[config.mk]
export PLATFORM = sky130hd
export DESIGN_NAME = display_scan
export DESIGN_NICKNAME = d
export VERILOG_FILES = /design/src/rtl/display_scan.sv
export SDC_FILE = /design/constraint.sdc
export NUM_CORES = 1
export LEC_CHECK = 0
export BUFFER_PORTS_ARGS = -buffer_cell sky130_fd_sc_hd__buf_4
export CAP_MARGIN = 20
export CORE_ASPECT_RATIO = 1.5
export CORE_MARGIN = 1
export CORE_UTILIZATION = 35
export CTS_CLUSTER_DIAMETER = 50
export CTS_CLUSTER_SIZE = 8
export DETAILED_ROUTE_END_ITERATION = 10
export GPL_TIMING_DRIVEN = 1
export HOLD_SLACK_MARGIN = 0.1
export SYNTH_ARGS = -nofsm -noshare
export SYNTH_HDL_FRONTEND = slang
export SYNTH_SLANG_ARGS = --single-unit
[constraint.sdc]
create_clock -name clock -period 7.96 [get_ports clock]
set_clock_uncertainty 0.05 [all_clocks]
set_input_delay 1.592 -clock clock [delete_from_list [all_inputs] [get_ports clock]]
set_output_delay 1.592 -clock clock [all_outputs]
set_load 0.02 [all_outputs]
[src/rtl/display_scan.sv]
// Multiplexed common-anode seven-segment driver: buffers (code, position) writes
// from the calculator core and scans them out one digit at a time.
module display_scan #(
  parameter int unsigned NUM_DIGITS = 8,
  parameter int unsigned SCAN_DIV   = 50000
) (
  input  logic                  clock,
  input  logic                  reset,
  input  logic                  wr_en,
  input  logic [3:0]            data,
  input  logic [3:0]            position,
  input  logic                  clear,
  input  logic [1:0]            status,
  output logic [NUM_DIGITS-1:0] an,
  output logic [6:0]            seg
);

  localparam int unsigned DIV_W = (SCAN_DIV > 1) ? $clog2(SCAN_DIV) : 1;
  localparam int unsigned IDX_W = (NUM_DIGITS > 1) ? $clog2(NUM_DIGITS) : 1;

  localparam logic [3:0] CODE_E     = 4'd11;
  localparam logic [3:0] CODE_R     = 4'd12;
  localparam logic [3:0] CODE_BLANK = 4'd15;
  localparam logic [1:0] ST_ERROR   = 2'b11;
  localparam logic [6:0] SEG_OFF    = 7'h7F;

  logic [3:0]            slot_q [NUM_DIGITS];
  logic [3:0]            slot_d [NUM_DIGITS];
  logic [DIV_W-1:0]      div_q, div_d;
  logic [IDX_W-1:0]      idx_q, idx_d;
  logic [NUM_DIGITS-1:0] an_q, an_d;
  logic [6:0]            seg_q, seg_d;
  logic [3:0]            code;
  logic [31:0]           idx_ext;

  // Buffer update; out-of-range positions match no slot and are dropped.
  always_comb begin
    for (int i = 0; i < NUM_DIGITS; i++) begin
      slot_d[i] = slot_q[i];
      if (clear) begin
        slot_d[i] = CODE_BLANK;
      end else if (wr_en && (position == 4'(i))) begin
        slot_d[i] = data;
      end
    end
  end

  // Scan divider and digit index.
  always_comb begin
    div_d = div_q + DIV_W'(1);
    idx_d = idx_q;
    if (div_q == DIV_W'(SCAN_DIV - 1)) begin
      div_d = '0;
      idx_d = (idx_q == IDX_W'(NUM_DIGITS - 1)) ? '0 : idx_q + IDX_W'(1);
    end
  end

  // Select the code for the lit digit; error status substitutes "Err" without touching the buffer.
  always_comb begin
    code    = CODE_BLANK;
    idx_ext = 32'(idx_q);
    for (int i = 0; i < NUM_DIGITS; i++) begin
      if (idx_q == IDX_W'(i)) begin
        code = slot_q[i];
      end
    end
    if (status == ST_ERROR) begin
      case (idx_ext)
        32'd0:   code = CODE_R;
        32'd1:   code = CODE_R;
        32'd2:   code = CODE_E;
        default: code = CODE_BLANK;
      endcase
    end
  end

  // Segment decode and anode select; div == 0 is the anti-ghosting blank slot.
  always_comb begin
    an_d  = '1;
    seg_d = SEG_OFF;
    if (div_q != '0) begin
      for (int i = 0; i < NUM_DIGITS; i++) begin
        an_d[i] = (idx_q != IDX_W'(i));
      end
      case (code)
        4'd0:    seg_d = 7'h40;
        4'd1:    seg_d = 7'h79;
        4'd2:    seg_d = 7'h24;
        4'd3:    seg_d = 7'h30;
        4'd4:    seg_d = 7'h19;
        4'd5:    seg_d = 7'h12;
        4'd6:    seg_d = 7'h02;
        4'd7:    seg_d = 7'h78;
        4'd8:    seg_d = 7'h00;
        4'd9:    seg_d = 7'h10;
        4'd10:   seg_d = 7'h3F;
        4'd11:   seg_d = 7'h06;
        4'd12:   seg_d = 7'h2F;
        default: seg_d = SEG_OFF;
      endcase
    end
  end

  always_ff @(posedge clock or negedge reset) begin
    if (!reset) begin
      for (int i = 0; i < NUM_DIGITS; i++) begin
        slot_q[i] <= CODE_BLANK;
      end
      div_q <= '0;
      idx_q <= '0;
      an_q  <= '1;
      seg_q <= SEG_OFF;
    end else begin
      for (int i = 0; i < NUM_DIGITS; i++) begin
        slot_q[i] <= slot_d[i];
      end
      div_q <= div_d;
      idx_q <= idx_d;
      an_q  <= an_d;
      seg_q <= seg_d;
    end
  end

  assign an  = an_q;
  assign seg = seg_q;

endmodule
==> run summary <==
- input port to flop — kind of critical path
- flop to flop — Hold Path Class
- 8.17 ns — Critical Path RT
- 0 — count of synthesis-stage warnings from yosys
- 0.854 mW — Design Power
- 0 — Final Hold Violating Endpoints
- 0 — number of enable flip-flop cells after synthesis
- 13000 um — first-pass GRT wire length
- 3.59 ns — data arrival at the endpoint of the critical path
- 27.8% — share of cells above drive strength 1
- 0.973 ns — Least-Margin Pin Slew
- 0 — number of gates given a new drive strength after cts
- 0 — total count of max-transition violations in the final report
- 1640 um^2 — total area of multi-input combinational cells
- 9 — TritonCTS Buffers
- 16.8% — area grow syn2layout
- 42.2% — Final Core Density
- 10500 um^2 — die area
- 2 — CTS Buffer Depth
- 0.888 — gp weighted congestion
- 3.39 ns — shortest period the worst path allows
- 0 — total of hold buffers inserted after clock tree synthesis
- 29 — count of boundary I/O pins
- 345 — Synth Instances
- 42.6% — crit share post-route
- 0.05 ns — clock-pin slew reported for the worst setup and hold paths after clock tree synthesis
- no — unrepaired setup endpoints after global routing
- flop — category of the worst setup path capture point
- finished with violations — status
- 1.79 nW — leakage power of the design
- 67 — largest net degree at the start of global routing
- 83.9 um — width of the chip
- 0 — initial antenna violation count
- 0 — number of setup buffers added after CTS
- input port — crit path launch type
- 16.0% — aggregate global-route resource usage
- 36.1% — Starting Density
- 48.6% — sequential area share after synthesis
- 10 — cells on worst reg2reg path
- 4.25 ns — dpl ws
- 0 — maximum capacitance violations
- 482 — number of standard cells in the layout, taps in and fillers out
- done — clock tree from TritonCTS
- 35.1% — worst relative slew slack
- 1 — cell depth of the worst min-delay path
- 373 — net count after synthesis
- 28 — IO Port Bufs
- clkbuf_16 — cell at the root of the clock tree
- 7 — drt first pass iters
- 4.75 ns — r2r setup slk
- 5420 um — post-detailed-placement half-perimeter wirelength
- 4.57 ns — final setup slack of the worst path
- 66 — flip-flop and latch count after synthesis
- 0 ns — aggregate negative setup slack
- dfstp_2 — most used flip-flop cell after synthesis
- nand2_1 — most common cell after layout, fill and taps aside
- 16.0 um — average wire per standard cell
- 2595 — Vias
- 0 — diodes inserted
- 125 um — Die Ht
- 1710 um^2 — Seq. cell area
- 5.38 — per-cell via count in the routed design
- 207 nW/um^2 — Power Dens Cells
- 0.33 ns — clock latency of the later-clocked register in the worst-skew pair
- 938 — Fill cells
- 100% — share of synthesized flip-flops with an asynchronous set or reset
- 6 — largest fanout on the critical path
- 0 — post-route ant nets
- nand2_1 (57), dfstp_2 (47), mux2i_1 (33) — commonest cells after routing, fill and taps aside
- 10.2 um^2 — Syn Area/Cell
- 7710 um — wire length after detailed routing
- 9740 um^2 — area of the core region
- 295 MHz — top achievable clock speed
- 1 — total DRC errors in the routed layout
- 466 — number of instances in the placed design
- 2701 — number of global-route vias before repair
- 66 — clock sink count
- 0 — overflow left after global routing
- 53 — post-synth cell types
- 0 — setup violation total in the final timing report
- 187 — drt first-iter violations
- 44 — std cell rows
- 390 — final net count
- 3520 um^2 — area of the mapped netlist
- 0.109 mV — Peak supply drop
- 3 — total number of H-tree levels
- DRC — violations in the final reports
[path summary, 6_finish.rpt]
path | start | to
max | status[0] | seg[4]
min | div_q[0] | div_q[0]
max reg2reg | idx_q[2] | seg[4]
min reg2reg | div_q[0] | div_q[0]
max in group asynchronous | reset | div_q[10]
min in group asynchronous | reset | idx_q[0]
[cell type report]
class / instances / share of cell area [%]
clock buffer: 12 / 6.23
multi-input combinational: 243 / 39.8
tap: 115 / 3.50
timing repair buffer: 29 / 5.29
clock inverter: 4 / 2.37
sequential: 66 / 41.6
inverter: 13 / 1.19
[worst max-delay path, cell delays in order]
cell and delay [ns]:
buf_4 0.08, nand2_1 0.14, or4_1 0.55, a32o_1 0.31
inv_1 0.15, ha_1 0.27, nor3_1 0.20, a21oi_1 0.07
o22a_1 0.22
[report_power, final]
part,internal (mW),switching [mW],total [mW]
sequential,0.344,0.00192,0.346
clock,0.323,0.138,0.461
combinational,0.0174,0.0294,0.0468
total,0.685,0.169,0.854
[registers in the layout, indices dropped and copies added, names as in the netlist]
signal  cells
slot_q     32
div_q      16
an          8
seg         7
idx_q       3
[per-stage QoR]
stage	hold WS [ns]	area, um^2
6_report	0.435	4110
3_3_place_gp	0.414	3760
4_1_cts	0.443	4110
2_1_floorplan	0.395	3520
3_5_place_dp	0.431	3760
5_1_grt	0.457	4110
[synthesized netlist by cell type, types with 2 or more instances]
cell type | instances | area (um^2)
nand2_1 | 57 | 214
xnor2_1 | 5 | 43.8
clkbuf_1 | 12 | 45.0
o31ai_1 | 4 | 30.0
buf_6 | 3 | 33.8
nor2b_1 | 7 | 43.8
a31oi_1 | 2 | 12.5
o211ai_1 | 5 | 37.5
buf_4 | 2 | 15.0
o221ai_1 | 2 | 17.5
buf_2 | 6 | 30.0
nor2_1 | 18 | 67.6
mux2i_1 | 33 | 330
nor3_1 | 8 | 40.0
o21ai_0 | 6 | 30.0
a21oi_1 | 9 | 45.0
inv_1 | 12 | 45.0
and3_1 | 7 | 43.8
ha_1 | 14 | 175
or4_1 | 2 | 15.0
dfrtp_1 | 19 | 475
nand3b_1 | 4 | 30.0
xor2_1 | 8 | 70.1
dfstp_2 | 47 | 1230
nand3_1 | 16 | 80.1
o21ai_1 | 3 | 15.0
nor3b_1 | 8 | 60.1
[metal layers]
metal,wire length [um],share of wire [%],global-route usage [%]
met1,3070,40,17.8
met2,4020,52,27.3
met3,280,3.6,3.64
met4,342,4.4,9.84
met5,0,0,0
[cells by family after synthesis]
| group | synth area share (%) |
|---|---|
| xor+xnor | 3.23 |
| fa+ha+maj | 4.97 |
| compound gates | 9.56 |
| mux | 9.38 |
| simple gates | 19.4 |
| buf+inv | 4.90 |
| flops | 48.6 |
No activity file was read; power rests on OpenSTA's default activity.
